### config.mk
export PLATFORM = sky130hd
export DESIGN_NAME = if_fetch_unit_flat
export DESIGN_NICKNAME = d
export VERILOG_FILES = /design/src/rtl/if_fetch_unit_pkg.sv /design/src/rtl/if_fetch_unit_if.sv /design/src/rtl/if_fetch_unit_fifo.sv /design/src/rtl/if_fetch_unit.sv /design/src/flat_wrapper.sv
export SDC_FILE = /design/constraint.sdc
export NUM_CORES = 1
export LEC_CHECK = 0
export ABC_AREA = 1
export ABC_CLOCK_PERIOD_IN_PS = 4600
export CAP_MARGIN = 20
export CORE_MARGIN = 2
export CORE_UTILIZATION = 47
export CTS_CLUSTER_DIAMETER = 30
export DETAILED_ROUTE_END_ITERATION = 7
export PLACE_DENSITY = 0.83
export SLEW_MARGIN = 20
export SYNTH_ARGS = -nofsm -noshare
export SYNTH_HDL_FRONTEND = slang
export SYNTH_SLANG_ARGS = --single-unit
### constraint.sdc
create_clock -name clk -period 4.6 [get_ports clk]
set_input_delay 0.92 -clock clk [delete_from_list [all_inputs] [get_ports clk]]
set_output_delay 0.92 -clock clk [all_outputs]
set_load 0.03 [all_outputs]
### src/rtl/if_fetch_unit_pkg.sv
// rtl/if_fetch_unit_pkg.sv - shared types and constants for the IF fetch unit
package if_fetch_unit_pkg;

   localparam logic [31:0] DEF_RESET_PC = 32'h0000_0000;
   localparam logic [31:0] DEF_NOP_INST = 32'h0000_0000;

   localparam logic [0:0] ST_RUN   = 1'b0;
   localparam logic [0:0] ST_DRAIN = 1'b1;

   typedef struct packed {
      logic [31:0] inst;
      logic [31:0] pc4;
   } fetch_entry_t;

   function automatic logic [31:0] word_align(input logic [31:0] addr);
      return {addr[31:2], 2'b00};
   endfunction

endpackage

### src/rtl/if_fetch_unit_if.sv
// rtl/if_fetch_unit_if.sv - pipeline control, imem bus and IF/ID output bundle
interface if_fetch_unit_if;

   logic        stall;
   logic        redirect;
   logic [31:0] redirect_pc;
   logic        imem_req;
   logic [31:0] imem_addr;
   logic        imem_ready;
   logic        imem_rvalid;
   logic [31:0] imem_rdata;
   logic        valid;
   logic [31:0] inst;
   logic [31:0] pc_plus_4;

   modport master (
      input  stall, redirect, redirect_pc, imem_ready, imem_rvalid, imem_rdata,
      output imem_req, imem_addr, valid, inst, pc_plus_4
   );

   modport slave (
      output stall, redirect, redirect_pc, imem_ready, imem_rvalid, imem_rdata,
      input  imem_req, imem_addr, valid, inst, pc_plus_4
   );

endinterface

### src/rtl/if_fetch_unit_fifo.sv
// rtl/if_fetch_unit_fifo.sv - 2-entry {inst, pc4} buffer between imem and IF/ID
module fetch_fifo
   import if_fetch_unit_pkg::*;
(
   input  logic         clk,
   input  logic         reset,
   input  logic         push,
   input  logic         pop,
   input  logic         flush,
   input  fetch_entry_t wdata,
   output fetch_entry_t rdata,
   output logic [1:0]   count
);

   fetch_entry_t mem [2];
   logic         wr_ptr;
   logic         rd_ptr;
   logic         do_push;
   logic         do_pop;

   // a full FIFO still accepts a push when the head leaves in the same cycle
   assign do_pop  = pop && (count != 2'd0);
   assign do_push = push && ((count != 2'd2) || do_pop);
   assign rdata   = mem[rd_ptr];

   // pointer and occupancy bookkeeping; flush empties without touching storage
   always_ff @(posedge clk) begin
      if (reset || flush) begin
         wr_ptr <= 1'b0;
         rd_ptr <= 1'b0;
         count  <= 2'd0;
      end else begin
         if (do_push) wr_ptr <= ~wr_ptr;
         if (do_pop)  rd_ptr <= ~rd_ptr;
         count <= count + {1'b0, do_push} - {1'b0, do_pop};
      end
   end

   // entry storage, written only on an accepted push
   always_ff @(posedge clk) begin
      if (do_push && !reset && !flush) mem[wr_ptr] <= wdata;
   end

endmodule

### src/rtl/if_fetch_unit.sv
// rtl/if_fetch_unit.sv - IF stage: PC ownership, imem fetch, stall buffering, redirect
module if_fetch_unit
   import if_fetch_unit_pkg::*;
#(
   parameter logic [31:0] RESET_PC = DEF_RESET_PC,
   parameter logic [31:0] NOP_INST = DEF_NOP_INST
)
(
   input logic           clk,
   input logic           reset,
   if_fetch_unit_if.master bus
);

   logic [31:0]  pc;
   logic [31:0]  tag_pc4;
   logic         outstanding;
   logic [0:0]   state;

   logic [1:0]   fifo_count;
   fetch_entry_t fifo_head;
   fetch_entry_t fifo_wdata;
   logic         fifo_empty;
   logic         rsp_hit;
   logic         push;
   logic         pop;
   logic [2:0]   committed;
   logic         req;
   logic         accept;

   // a response only counts when a request is actually in flight
   assign rsp_hit    = bus.imem_rvalid && outstanding;
   assign push       = rsp_hit && (state == ST_RUN) && !bus.redirect;
   assign fifo_empty = (fifo_count == 2'd0);
   assign pop        = !fifo_empty && !bus.stall;
   assign fifo_wdata = '{inst: bus.imem_rdata, pc4: tag_pc4};

   // slots already spoken for after this cycle: buffered minus leaving plus in flight
   assign committed  = {1'b0, fifo_count} + {2'b00, outstanding} - {2'b00, pop};
   assign req        = !reset && !bus.redirect && (state == ST_RUN)
                       && (!outstanding || bus.imem_rvalid) && (committed < 3'd2);
   assign accept     = req && bus.imem_ready;

   assign bus.imem_req  = req;
   assign bus.imem_addr = pc;
   assign bus.valid     = !reset && !fifo_empty;
   assign bus.inst      = bus.valid ? fifo_head.inst : NOP_INST;
   assign bus.pc_plus_4 = bus.valid ? fifo_head.pc4  : 32'h0000_0000;

   fetch_fifo u_fifo (
      .clk   (clk),
      .reset (reset),
      .push  (push),
      .pop   (pop),
      .flush (bus.redirect),
      .wdata (fifo_wdata),
      .rdata (fifo_head),
      .count (fifo_count)
   );

   // PC, response tag and in-flight flag; redirect wins over sequential advance
   always_ff @(posedge clk) begin
      if (reset) begin
         pc          <= RESET_PC;
         tag_pc4     <= 32'h0000_0000;
         outstanding <= 1'b0;
      end else begin
         if (bus.redirect)  pc <= word_align(bus.redirect_pc);
         else if (accept)   pc <= pc + 32'd4;
         if (accept)        tag_pc4 <= pc + 32'd4;
         if (accept)        outstanding <= 1'b1;
         else if (rsp_hit)  outstanding <= 1'b0;
      end
   end

   // DRAIN swallows the one wrong-path response still owed by memory
   always_ff @(posedge clk) begin
      if (reset) begin
         state <= ST_RUN;
      end else begin
         case (state)
            ST_RUN:   if (bus.redirect && outstanding && !bus.imem_rvalid) state <= ST_DRAIN;
            ST_DRAIN: if (rsp_hit) state <= ST_RUN;
            default:  state <= ST_RUN;
         endcase
      end
   end

endmodule

### src/flat_wrapper.sv
// flat-port wrapper written by rule: the top's interface ports become plain ports
module if_fetch_unit_flat import if_fetch_unit_pkg::*;
#(
   parameter logic [31:0] RESET_PC = DEF_RESET_PC,
   parameter logic [31:0] NOP_INST = DEF_NOP_INST
)
  (clk, reset, bus_stall, bus_redirect, bus_redirect_pc, bus_imem_ready, bus_imem_rvalid, bus_imem_rdata, bus_imem_req, bus_imem_addr, bus_valid, bus_inst, bus_pc_plus_4);
  if_fetch_unit_if bus_i ();
  input logic clk;
  input logic reset;
  input wire logic [$bits(bus_i.stall)-1:0] bus_stall;
  input wire logic [$bits(bus_i.redirect)-1:0] bus_redirect;
  input wire logic [$bits(bus_i.redirect_pc)-1:0] bus_redirect_pc;
  input wire logic [$bits(bus_i.imem_ready)-1:0] bus_imem_ready;
  input wire logic [$bits(bus_i.imem_rvalid)-1:0] bus_imem_rvalid;
  input wire logic [$bits(bus_i.imem_rdata)-1:0] bus_imem_rdata;
  output wire logic [$bits(bus_i.imem_req)-1:0] bus_imem_req;
  output wire logic [$bits(bus_i.imem_addr)-1:0] bus_imem_addr;
  output wire logic [$bits(bus_i.valid)-1:0] bus_valid;
  output wire logic [$bits(bus_i.inst)-1:0] bus_inst;
  output wire logic [$bits(bus_i.pc_plus_4)-1:0] bus_pc_plus_4;
  assign bus_i.stall = bus_stall;
  assign bus_i.redirect = bus_redirect;
  assign bus_i.redirect_pc = bus_redirect_pc;
  assign bus_i.imem_ready = bus_imem_ready;
  assign bus_i.imem_rvalid = bus_imem_rvalid;
  assign bus_i.imem_rdata = bus_imem_rdata;
  assign bus_imem_req = bus_i.imem_req;
  assign bus_imem_addr = bus_i.imem_addr;
  assign bus_valid = bus_i.valid;
  assign bus_inst = bus_i.inst;
  assign bus_pc_plus_4 = bus_i.pc_plus_4;
  if_fetch_unit #(.RESET_PC(RESET_PC), .NOP_INST(NOP_INST)) u_core (.clk(clk), .reset(reset), .bus(bus_i));
endmodule
Word-level counts from Yosys, hierarchy flattened
Memory sizes are Yosys's and may differ from the RTL's. A register that Yosys moved wholly into a read port is not among the register bits.
Index checks and enable logic that the tools add are counted.
W data, S select, Z words.

word-level totals
  register bits after elaboration = 70
  RAM bits = 128
  input bits = 70
  output and inout bits = 98
  logic and storage cells = 62
  memories kept = 1

memory list
  memory             words  bits a word  rd ports  clocked after Yosys merged registers in  write ports  line                      RTL
  u_core.u_fifo.mem  2      64           1         1                                        1            if_fetch_unit_fifo.sv:15  fetch_entry_t mem [2];

operators by class
  $add $sub $neg = 5
  magnitude comparators = 1
  eq/ne operators = 1
  mux-type cells = 13
  bitwise logic cells = 3
  reductions and logical operators = 30

operators by type and width
  cell                     count
  $mux W32                 4
  $add A32 B3 Y32 const B  1
  $logic_and A1 B1 Y1      16
  $mux W1                  8
  $logic_not A1 Y1         6
  $reduce_bool A2 Y1       3
  $add A2 B1 Y3            1
  $logic_or A1 B1 Y1       3
  $lt A3 B2 Y1 const B     1
  $not A1 Y1               3
  $sub A3 B1 Y3            1
  $add A2 B1 Y2            1
  $logic_not A2 Y1         1
  $ne A2 B2 Y1 const B     1
  $pmux W1 S2              1
  $reduce_or A2 Y1         1
  $sub A2 B1 Y2            1

Logic depth before layout (Yosys ltp)
  depth after elaboration = 10
  gate-level depth with buffers = 15
  depth with buffers taken out = 14

Hierarchy
From an unflattened synthesis, not the netlist that was laid out.

unflattened totals
  cell total of the unflattened synthesis = 907
  area, all modules = 9095.0 um2

by module, submodules not included
  module         times used  cells an instance  area each (um2)  sequential area each (um2)
  fetch_fifo     1           242                5187.5           3943.8
  if_fetch_unit  1           665                3907.5           1241.2

Least setup slack after synthesis
Ideal clock, no wire load.

  path kind = input port to flip-flop
  from = in bus_redirect
  to = mem u_core.u_fifo.mem[1][10] (netlist name) (enable)
  library setup time = 0.483 ns
  arrival = 3.986 ns
  required time = 4.117 ns
  path slack = 0.131 ns
  cell stages on the path = 5
  buffers on the path = 1
  cells stage by stage = buf_6 > nor2_4 > and3_1 > inv_1 > nor2_1

on the way
  word-level cells in the longest chain between the ends = 7

RTL lines
  item                               line                                           RTL
  start, declared                    flat_wrapper.sv:12                             input wire logic [$bits(bus_i.redirect)-1:0] bus_redirect;
  $logic_not A1 Y1 (*)               if_fetch_unit_fifo.sv:41, if_fetch_unit.sv:32
  $logic_and A1 B1 Y1                if_fetch_unit.sv:32                            assign push = rsp_hit && (state == ST_RUN) && !bus.redirect;
  $logic_and A1 B1 Y1                if_fetch_unit_fifo.sv:23                       assign do_push = push && ((count != 2'd2) || do_pop);
  $logic_and A1 B1 Y1                if_fetch_unit_fifo.sv:41                       if (do_push && !reset && !flush) mem[wr_ptr] <= wdata;
  $logic_and A1 B1 Y1 (*)            if_fetch_unit_fifo.sv:41
  $mux W1 (*)                        if_fetch_unit_fifo.sv:41
  $mux W1 (implied by the code) (*)  if_fetch_unit_fifo.sv:41
  end, declared                      if_fetch_unit_fifo.sv:15

Every way passes the cells marked *; elsewhere a longest branch is shown, timed or not.

Worst setup path after layout
  from = in bus_stall
  to = out bus_imem_req

on the way
  word-level cells in the longest chain between the ends = 5

RTL lines
  item                 line                 RTL
  start, declared      flat_wrapper.sv:11   input wire logic [$bits(bus_i.stall)-1:0] bus_stall;
  $logic_not A1 Y1     if_fetch_unit.sv:34  assign pop = !fifo_empty && !bus.stall;
  $logic_and A1 B1 Y1  if_fetch_unit.sv:34
  $sub A3 B1 Y3        if_fetch_unit.sv:38  assign committed = {1'b0, fifo_count} + {2'b00, outstanding} - {2'b00, pop};
  $lt A3 B2 Y1         if_fetch_unit.sv:40  && (!outstanding || bus.imem_rvalid) && (committed < 3'd2);
  $logic_and A1 B1 Y1  if_fetch_unit.sv:40
  end, declared        flat_wrapper.sv:17   output wire logic [$bits(bus_i.imem_req)-1:0] bus_imem_req;

Every way passes these cells.

==> flow_summary.yaml <==
run_status:
  outcome: "finished clean"
floorplan:
  fp-row-count: 49
  dieArea_um2: 19240
  die_y_um: 138.7
  start_util_pct: 47.64
  core_area_um2: 17900
  io_pins: 168
  die_width_um: 138.7
layout:
  syn_to_final_growth_pct: 29.78
  mostFrequentLayoutCells: "nand2_1, edfxtp_1, inv_1"
  nFillCells: 1453
  stdcell_area_um2: 11070
  fin_nets: 1112
  n_antenna_cell: 0
  fin_util_pct: 61.83
  final_common_cell: "nand2_1"
  multi_input_area_um2: 2905
  seq_area_um2: 5066
  final_layout_size_suffix_gt1_share_pct: 18.29
drt:
  remaining_drc_errors: 0
  vias: 6376
  dr.first_iter.drc_count: 334
  viasPerCell: 4.985
  wirelength_um: 18930
  ant_nets: 0
  first_pass_iters: 6
  routedWlPerCell_um: 14.80
grt:
  grt_util_met2_pct: 33.19
  grt_pass1_wl_um: 30580
  gr-max-usage-layer: "met2"
  grt_remaining_overflow: 0
  grt_pass1_vias: 6097
  grt_max_degree: 64
  use_met3_pct: 3.936
  grtUsageTotal_pct: 19.87
  grtUsageMet1_pct: 25.80
  antenna_found_initial: 0
timing:
  post-route-period-util_pct: 92.84
  fin_crit_ns: 4.271
  finClkSkew_ns: 0.01202
  hold_violations: 0
  rsz0062_at_grt: "false"
  final.setup.tns_ns: 0
  max_freq_mhz: 234.1
  relSlewSlack_pct: 30.88
  setup_viol: 0
  slew_viol_final: 0
  worstMarginPinSlew_ns: 1.036
  fin_ws_ns: 0.3292
synth:
  synth_top_area_share_pct: 43.66
  synth_area_um2: 8529
  ys_seq_area_share_pct: 59.38
  synth_area_leaders: "edfxtp_1, dfxtp_1, nand2_1, mux2_2, inv_1"
  syn_inst: 884
  ys_warn_count: 0
  synth_seq_cells: 191
  synth_top_cell_by_area: "edfxtp_1"
  synth_cell_types: 34
  synth.avg_cell_area_um2: 9.649
clocking:
  root_buffer: "clkbuf_16"
  cts.hold.buffers_added: 0
  cts_buffer_depth: 2
  clk_pin_slew_worst_paths_ns: 0.07
  clock_latency_ns: 0.43
  cts_tree: "built"
  post-cts-setup-buffer-count: 0
  numCtsBuffers: 17
  cts_resized: 0
  htree_levels: 4
  cts.sinks: 191
setup_path:
  rrSetupSlack_ns: 1.17
  worstPathRequired_ns: 3.68
  crit_path_end_kind: "output port"
  worstSetupPathType: "in -> out"
  start_kind: "input pin"
  critPathArrivalTime_ns: 3.35
  path_max_fanout: 5
worst_hold_path:
  hold_class: "reg -> reg"
pwr:
  p_total_mw: 3.680
  ir_drop_mv: 0.2405
  power_density_nw_per_um2: 332.5
  p_leak_nw: 4.515
placed_design:
  routabilityCongestion: 0.8679
  placedInstanceArea_um2: 10440
  hpwlAfterDp_um: 12640
  pre_cts_ws_ns: 0.3380
  port_buffers: 161
run:
  maxCapViolations: 0
worst max-delay path, cell delays in order:
cell and delay [ns]:
clkdlybuf4s50_1 0.43, a21oi_1 0.35, ha_1 0.31, or2_2 0.31, fa_1 0.53, nand4_2 0.16, nor2_1 0.16, buf_4 0.18
stage by stage:
step	hold slack, ns	cells
5_1_grt	0.4650	1279
6_report	0.4545	1279
2_1_floorplan	0.4255	887
3_3_place_gp	0.4298	1247
4_1_cts	0.4552	1279
3_5_place_dp	0.4370	1247
flip-flops by register name, summed over array words and instances (netlist names), named ones only:
register and cells:
u_core.outstanding 1, u_core.tag_pc4 30, u_core.state 1, u_core.u_fifo.rd_ptr 1
u_core.u_fifo.count 2, u_core.u_fifo.mem 124, u_core.bus.imem_addr 30, u_core.u_fifo.wr_ptr 1
routing by layer:
metal	share of wire, %	wire (um)
met4	2.4	450
met5	0	0
met3	5.3	1010
met1	44	8282
met2	49	9191
cell usage after synthesis, drive strengths merged:
master	instances
mux2	62
edfxtp	124
nor2	50
fa	1
inv	103
buf	26
or2	5
dfxtp	67
o21ai	4
clkbuf	13
ha	4
nand3	66
nand4	3
o21bai	5
xnor2	6
nor3	2
conb	1
a21oi	37
and3	1
nand3b	1
and2	1
nand2	301
xor2	1
final cells by class:
class,count,area share [%]
flip-flops and latches,191,45.77
multi-input cells,554,26.25
repair buffers,170,16.21
clock buffers,20,4.521
inverters,103,3.493
well taps,229,2.588
clock inverters,12,1.176
kinds of logic after synthesis:
logic type | Yosys count | synth area share [%]
other | 1 | 0.04397
adders and majority gates | 5 | 0.8215
muxes | 62 | 8.185
xor gates and xnor gates | 7 | 0.7188
DFF | 191 | 59.38
AOI/OAI and AO/OA | 46 | 2.846
and+or+nand+nor | 430 | 21.09
buffers and inverters | 142 | 6.909
power by group:
group	internal, mW	total (mW)	switching (mW)
logic	0.126	0.271	0.146
registers	1.84	1.88	0.0369
clock network	0.866	1.53	0.662
total	2.84	3.68	0.845
path summary, 6_finish.rpt:
check,to,cells after the start,start
min reg2reg,u_core.u_fifo.mem[1][12]$_DFFE_PP_,0,u_core.tag_pc4[12]$_SDFFE_PP0P_
min,u_core.u_fifo.mem[1][12]$_DFFE_PP_,0,u_core.tag_pc4[12]$_SDFFE_PP0P_
max,bus_imem_req,8,bus_stall
max reg2reg,u_core.bus.imem_addr[17]$_SDFFE_PP0P_,14,u_core.u_fifo.count[1]$_SDFF_PP0_
No activity file was read; power rests on OpenSTA's default activity.
